## config.mk

```make
export PLATFORM = sky130hd
export DESIGN_NAME = modmul_stream_io_flat
export DESIGN_NICKNAME = d
export VERILOG_FILES = /design/src/rtl/modmul_pkg.sv /design/src/rtl/modmul_stream_io_if.sv /design/src/rtl/modmul_word_shift.sv /design/src/rtl/modmul_stream_io.sv /design/src/flat_wrapper.sv
export SDC_FILE = /design/constraint.sdc
export NUM_CORES = 1
export LEC_CHECK = 0
export ABC_CLOCK_PERIOD_IN_PS = 17600
export CAP_MARGIN = 20
export CORE_ASPECT_RATIO = 0.5
export CORE_MARGIN = 2
export CORE_UTILIZATION = 45
export DETAILED_ROUTE_END_ITERATION = 16
export HOLD_SLACK_MARGIN = 0.02
export PLACE_DENSITY = 0.78
export SYNTH_ARGS = -nofsm -noshare
export SYNTH_HDL_FRONTEND = slang
export SYNTH_HIERARCHICAL = 1
export SYNTH_SLANG_ARGS = --single-unit
export TNS_END_PERCENT = 10
```

## constraint.sdc

```tcl
create_clock -name clk -period 17.6 [get_ports clk]
set_input_delay 3.52 -clock clk [delete_from_list [all_inputs] [get_ports clk]]
set_output_delay 3.52 -clock clk [all_outputs]
set_load 0.005 [all_outputs]
```

## src/rtl/modmul_pkg.sv

```systemverilog
// Shared constants, state encoding and fill values for the modmul stream front/back end.
// Latency: n/a (declarations only).
// Backpressure: n/a.
package modmul_pkg;

  localparam int WORD_W = 32;
  localparam int OP_W   = 256;
  localparam int NWORDS = OP_W / WORD_W;
  localparam int CNT_W  = (NWORDS > 1) ? $clog2(NWORDS) : 1;

  // Index of the most significant word of an operand
  localparam logic [CNT_W-1:0] LAST_IDX = CNT_W'(NWORDS - 1);

  // Result substituted when the core never reports completion
  localparam logic [OP_W-1:0] TIMEOUT_FILL = '1;

  typedef enum logic [2:0] {
    LOAD_X,
    LOAD_Y,
    START,
    WAIT,
    DRAIN
  } state_t;

endpackage

```

## src/rtl/modmul_stream_io_if.sv

```systemverilog
// Word stream bundle: operand words in, result words out, each under valid/ready.
// Latency: n/a (wires only).
// Backpressure: in_ready stalls the producer, out_ready stalls the result stream.
interface modmul_stream_io_if;

  logic                          in_valid;
  logic                          in_ready;
  logic [modmul_pkg::WORD_W-1:0] in_data;
  logic                          out_valid;
  logic                          out_ready;
  logic [modmul_pkg::WORD_W-1:0] out_data;
  logic                          out_last;

  // Host side: produces operand words, consumes result words
  modport master (
    output in_valid, in_data, out_ready,
    input  in_ready, out_valid, out_data, out_last
  );

  // Block side
  modport slave (
    input  in_valid, in_data, out_ready,
    output in_ready, out_valid, out_data, out_last
  );

endinterface

```

## src/rtl/modmul_word_shift.sv

```systemverilog
// Word-addressable OP_W register: write one word at an index, or load all bits at once; read one word at an index.
// Latency: writes visible the cycle after; read is combinational.
// Backpressure: none (caller qualifies wr_en/ld_en).
module modmul_word_shift
  import modmul_pkg::*;
(
  input  logic              clk,
  input  logic              rst,
  input  logic              wr_en,
  input  logic [CNT_W-1:0]  wr_idx,
  input  logic [WORD_W-1:0] wr_data,
  input  logic              ld_en,
  input  logic [OP_W-1:0]   ld_data,
  input  logic [CNT_W-1:0]  rd_idx,
  output logic [WORD_W-1:0] rd_data,
  output logic [OP_W-1:0]   value
);

  logic [OP_W-1:0] store;

  // Full load takes priority over a single-word write
  always_ff @(posedge clk or posedge rst) begin
    if (rst) begin
      store <= '0;
    end else if (ld_en) begin
      store <= ld_data;
    end else if (wr_en) begin
      store[wr_idx*WORD_W +: WORD_W] <= wr_data;
    end
  end

  assign rd_data = store[rd_idx*WORD_W +: WORD_W];
  assign value   = store;

endmodule

```

## src/rtl/modmul_stream_io.sv

```systemverilog
// Word-serial front/back end for the 256-bit modular multiplier: gathers X then Y, pulses start, streams Q out.
// Latency: last Y word to mm_start 1 cycle; mm_done rising edge to first out_valid 1 cycle.
// Backpressure: in_ready only in load states; out_valid/out_data/out_last hold while out_ready is low.
// Optional watchdog: define MODMUL_TIMEOUT_EN to bound WAIT to TIMEOUT_CYCLES and raise a sticky err.
module modmul_stream_io
  import modmul_pkg::*;
#(
  parameter int TIMEOUT_CYCLES = 4096
) (
  input  logic                clk,
  input  logic                rst,
  modmul_stream_io_if.slave   sio,
  output logic                busy,
  output logic                err,
  output logic                mm_start,
  output logic [OP_W-1:0]     mm_X,
  output logic [OP_W-1:0]     mm_Y,
  input  logic [OP_W-1:0]     mm_Q,
  input  logic                mm_done
);

  state_t           state;
  state_t           state_nx;
  logic [CNT_W-1:0] cnt;
  logic             run;
  logic             done_q;
  logic             done_rise;
  logic             tmo_hit;
  logic             hs_in;
  logic             hs_out;
  logic             q_load;
  logic [WORD_W-1:0] q_word;
  logic [WORD_W-1:0] x_rd_unused;
  logic [WORD_W-1:0] y_rd_unused;
  logic [OP_W-1:0]   q_all_unused;

  assign done_rise = mm_done & ~done_q;
  assign hs_in     = sio.in_valid & sio.in_ready;
  assign hs_out    = sio.out_valid & sio.out_ready;
  assign q_load    = (state == WAIT) && (done_rise || tmo_hit);

  // run keeps in_ready low while rst is asserted and releases it one cycle later
  always_ff @(posedge clk or posedge rst) begin
    if (rst) begin
      run    <= 1'b0;
      done_q <= 1'b0;
    end else begin
      run    <= 1'b1;
      done_q <= mm_done;
    end
  end

  // State register
  always_ff @(posedge clk or posedge rst) begin
    if (rst) state <= LOAD_X;
    else     state <= state_nx;
  end

  // Next-state: load X, load Y, kick the core, wait for its done edge, drain the result
  always_comb begin
    state_nx = state;
    unique case (state)
      LOAD_X:  if (hs_in && cnt == LAST_IDX) state_nx = LOAD_Y;
      LOAD_Y:  if (hs_in && cnt == LAST_IDX) state_nx = START;
      START:   state_nx = WAIT;
      WAIT:    if (done_rise || tmo_hit) state_nx = DRAIN;
      DRAIN:   if (hs_out && cnt == LAST_IDX) state_nx = LOAD_X;
      default: state_nx = LOAD_X;
    endcase
  end

  // Word index shared by the load and drain phases; zeroed between them
  always_ff @(posedge clk or posedge rst) begin
    if (rst) begin
      cnt <= '0;
    end else begin
      unique case (state)
        LOAD_X, LOAD_Y: if (hs_in)  cnt <= (cnt == LAST_IDX) ? '0 : cnt + 1'b1;
        DRAIN:          if (hs_out) cnt <= (cnt == LAST_IDX) ? '0 : cnt + 1'b1;
        default:        cnt <= '0;
      endcase
    end
  end

  // Outputs decoded from the current state
  always_comb begin
    sio.in_ready  = run && (state == LOAD_X || state == LOAD_Y);
    mm_start      = (state == START);
    sio.out_valid = (state == DRAIN);
    sio.out_last  = (state == DRAIN) && (cnt == LAST_IDX);
    sio.out_data  = (state == DRAIN) ? q_word : '0;
    busy          = !(state == LOAD_X && cnt == '0);
  end

  modmul_word_shift u_x (
    .clk     (clk),
    .rst     (rst),
    .wr_en   (hs_in && state == LOAD_X),
    .wr_idx  (cnt),
    .wr_data (sio.in_data),
    .ld_en   (1'b0),
    .ld_data ('0),
    .rd_idx  ('0),
    .rd_data (x_rd_unused),
    .value   (mm_X)
  );

  modmul_word_shift u_y (
    .clk     (clk),
    .rst     (rst),
    .wr_en   (hs_in && state == LOAD_Y),
    .wr_idx  (cnt),
    .wr_data (sio.in_data),
    .ld_en   (1'b0),
    .ld_data ('0),
    .rd_idx  ('0),
    .rd_data (y_rd_unused),
    .value   (mm_Y)
  );

  // A genuine done edge wins over a watchdog expiry in the same cycle
  modmul_word_shift u_q (
    .clk     (clk),
    .rst     (rst),
    .wr_en   (1'b0),
    .wr_idx  ('0),
    .wr_data ('0),
    .ld_en   (q_load),
    .ld_data (done_rise ? mm_Q : TIMEOUT_FILL),
    .rd_idx  (cnt),
    .rd_data (q_word),
    .value   (q_all_unused)
  );

`ifdef MODMUL_TIMEOUT_EN
  localparam int TMO_W = $clog2(TIMEOUT_CYCLES + 1);

  logic [TMO_W-1:0] tmo_cnt;
  logic             err_q;

  // Counts WAIT cycles; held at zero elsewhere so it restarts on every WAIT entry
  always_ff @(posedge clk or posedge rst) begin
    if (rst)                tmo_cnt <= '0;
    else if (state == WAIT) tmo_cnt <= tmo_cnt + 1'b1;
    else                    tmo_cnt <= '0;
  end

  assign tmo_hit = (state == WAIT) && !done_rise &&
                   (tmo_cnt == TMO_W'(TIMEOUT_CYCLES - 1));

  // Sticky error, cleared only by reset
  always_ff @(posedge clk or posedge rst) begin
    if (rst)          err_q <= 1'b0;
    else if (tmo_hit) err_q <= 1'b1;
  end

  assign err = err_q;
`else
  localparam int TMO_UNUSED = TIMEOUT_CYCLES;

  assign tmo_hit = 1'b0;
  assign err     = 1'b0;
`endif

endmodule

```

## src/flat_wrapper.sv

```systemverilog
// flat-port wrapper written by rule: the top's interface ports become plain ports
module modmul_stream_io_flat import modmul_pkg::*;
#(
  parameter int TIMEOUT_CYCLES = 4096
)
  (clk, rst, busy, err, mm_start, mm_X, mm_Y, mm_Q, mm_done, sio_in_valid, sio_in_data, sio_out_ready, sio_in_ready, sio_out_valid, sio_out_data, sio_out_last);
  modmul_stream_io_if sio_i ();
  input  logic clk;
  input  logic rst;
  output logic busy;
  output logic err;
  output logic mm_start;
  output logic [OP_W-1:0] mm_X;
  output logic [OP_W-1:0] mm_Y;
  input  logic [OP_W-1:0] mm_Q;
  input  logic mm_done;
  input wire logic [$bits(sio_i.in_valid)-1:0] sio_in_valid;
  input wire logic [$bits(sio_i.in_data)-1:0] sio_in_data;
  input wire logic [$bits(sio_i.out_ready)-1:0] sio_out_ready;
  output wire logic [$bits(sio_i.in_ready)-1:0] sio_in_ready;
  output wire logic [$bits(sio_i.out_valid)-1:0] sio_out_valid;
  output wire logic [$bits(sio_i.out_data)-1:0] sio_out_data;
  output wire logic [$bits(sio_i.out_last)-1:0] sio_out_last;
  assign sio_i.in_valid = sio_in_valid;
  assign sio_i.in_data = sio_in_data;
  assign sio_i.out_ready = sio_out_ready;
  assign sio_in_ready = sio_i.in_ready;
  assign sio_out_valid = sio_i.out_valid;
  assign sio_out_data = sio_i.out_data;
  assign sio_out_last = sio_i.out_last;
  modmul_stream_io #(.TIMEOUT_CYCLES(TIMEOUT_CYCLES)) u_core (.clk(clk), .rst(rst), .sio(sio_i), .busy(busy), .err(err), .mm_start(mm_start), .mm_X(mm_X), .mm_Y(mm_Y), .mm_Q(mm_Q), .mm_done(mm_done));
endmodule
```

==> impl_metrics.py <==
metrics = {
    "status": {
        "status": "complete, but fails checks",
        "failed_checks": "max-slew violations",
    },
    "finish": {
        "drive_above_1_share": 0.149,
        "instances_no_fill": 6362,
        "syn2layout_area_growth_pct": 35.3,
        "fin_nets": 5352,
    },
    "setup_path": {
        "worstPathRequired_ps": 14080,
        "path_max_fanout": 46,
        "path_class": "register to output port",
        "cp-end-kind": "output port",
        "start_kind": "register",
        "cp.arrival_ps": 3800,
    },
    "global_route": {
        "use_met1": 0.408,
        "antenna_found_initial": 9,
        "grt-ovfl-total": 0,
        "busiest_layer": "met2",
        "grt_first_pass_wirelength_mm": 235,
        "met3_usage": 0.0615,
        "met2_usage": 0.525,
        "grt_usage": 0.324,
        "grt_max_degree": 270,
        "grt_pass1_vias": 35715,
    },
    "floorplanning": {
        "top_level_ports": 843,
        "die_w_um": 437,
        "coreArea_um2": 92900,
        "die-area_um2": 96300,
        "start_util": 0.454,
        "fp-row-count": 79,
        "fp.dieH_um": 220,
    },
    "sta": {
        "hold_viol": 0,
        "fin_skew_ps": 35.4,
        "period_share": 0.416,
        "setup_viol": 0,
        "max_freq_ghz": 0.137,
        "worstMarginPinSlew_ps": 5070,
        "period_needed_ps": 7320,
        "rsz0062_at_grt": "no",
        "max-slew-margin-rel": -2.39,
        "drv_slew": 98,
        "setup-tns-final_ps": 0,
    },
    "clock_network": {
        "path_clk_slew_ps": 60,
        "clk-insertion-delay-late_ps": 680,
        "cts_tree": "done",
        "numCtsBuffers": 74,
        "clockRootBuffer": "clkbuf_16",
        "cts.sinks": 776,
        "clock_path_buffers": 3,
        "hold_buffers": 0,
        "cts_setup_buffers": 0,
        "post_cts.resized_instances": 0,
        "h-tree-depth": 3,
    },
    "pwr": {
        "pwr_density_cell_nw_per_um2": 108,
        "irDropWorstVdd_v": 0.0000893,
        "leakagePower_nw": 24.9,
    },
    "placement": {
        "place_hpwl_mm": 106,
        "gp_congestion": 0.898,
        "portBuffers": 841,
        "place_inst": 6214,
    },
    "route": {
        "vias": 36308,
        "drt-total-wl_mm": 160,
        "route.detailed.drc": 0,
        "drtIter0Drc": 3997,
        "viasPerCell": 5.71,
        "first_pass_iters": 8,
        "wire_per_inst_um": 25.2,
        "postRouteAntennaNets": 0,
    },
    "job": {
        "drv_cap": 0,
    },
    "logic_synthesis": {
        "synth_cells": 3666,
        "syn_area_um2": 42200,
        "syn_avg_cell_area_um2": 11.5,
        "ys_warn_count": 6,
    },
    "hold_path": {
        "hp-class": "register to register",
    },
}
[layout make-up]
| class | instances | area [um^2] |
|---|---|---|
| multi-input cells | 3178 | 23800 |
| flip-flops and latches | 776 | 19400 |
| well taps | 1255 | 1570 |
| clock buffers | 106 | 2150 |
| diodes | 6 | 15.0 |
| clock inverters | 30 | 475 |
| repair buffers | 924 | 9220 |
| fillers | 7412 | 35900 |
| inverters | 87 | 349 |
[critical path: stages (launching register included)]
cell and delay, ps:
dfrtp_4 720, buf_4 810, mux4_2 650, mux2_2 290, and2_1 180, clkdlybuf4s50_1 460
[through the flow]
stage	power, mW	hold WS, ps	worst slack (ps)	area [um^2]	util
6_report	6.17	503	10280	57100	0.614
5_1_grt	6.40	514	10020	57100	0.614
4_1_cts	6.13	505	10160	56900	0.612
3_5_place_dp	4.37	490	10500	54300	0.584
3_3_place_gp	4.29	482	10550	54200	0.583
2_1_floorplan	3.43	474	7040	45100	-
[power by group]
group	internal, mW	total [mW]	switching, mW
Combinational	0.953	2.11	1.16
Clock	0.997	1.76	0.763
Sequential	2.07	2.30	0.227
Total	4.02	6.17	2.15
[layout by cell type (no fill, tap or decap), drive strengths merged, types with 90 or more instances in the layout]
cell / count
a221o: 257
a32o: 284
and2: 198
clkbuf: 106
clkdlybuf4s50: 841
conb: 774
dfrtp: 776
inv: 90
mux2: 444
mux2i: 98
nand2: 171
nand2b: 257
[sequential cells by signal, summed over array words and instances (netlist names)]
register and cells:
u_core/done_q 1, u_core/cnt 3, u_core/u_q/value 256, u_core/run 1, u_core/state 3, u_core/u_x/value 256, u_core/u_y/value 256
[layer usage]
layer / part of all wire / vias to the layer above
li1: - / 15908
met1: 0.38 / 18226
met2: 0.47 / 1760
met3: 0.080 / 414
met4: 0.065 / 0
met5: 0 / -
[path summary, 6_finish.rpt]
path                       cells after the start  slack (ps)                  start                     to
hold / removal                                 1         500  u_core/u_q/value[231]  u_core/u_q/value[231]
setup reg to reg                               8       13430          u_core/cnt[0]  u_core/u_y/value[206]
hold reg to reg                                1         500  u_core/u_q/value[231]  u_core/u_q/value[231]
min in group asynchronous                      2        3760                    rst          u_core/done_q
setup / recovery                               5       10280          u_core/cnt[0]       sio_out_data[18]
max in group asynchronous                      4       11260                    rst   u_core/u_y/value[30]
Note: power is estimated with default switching activity, not from simulation.
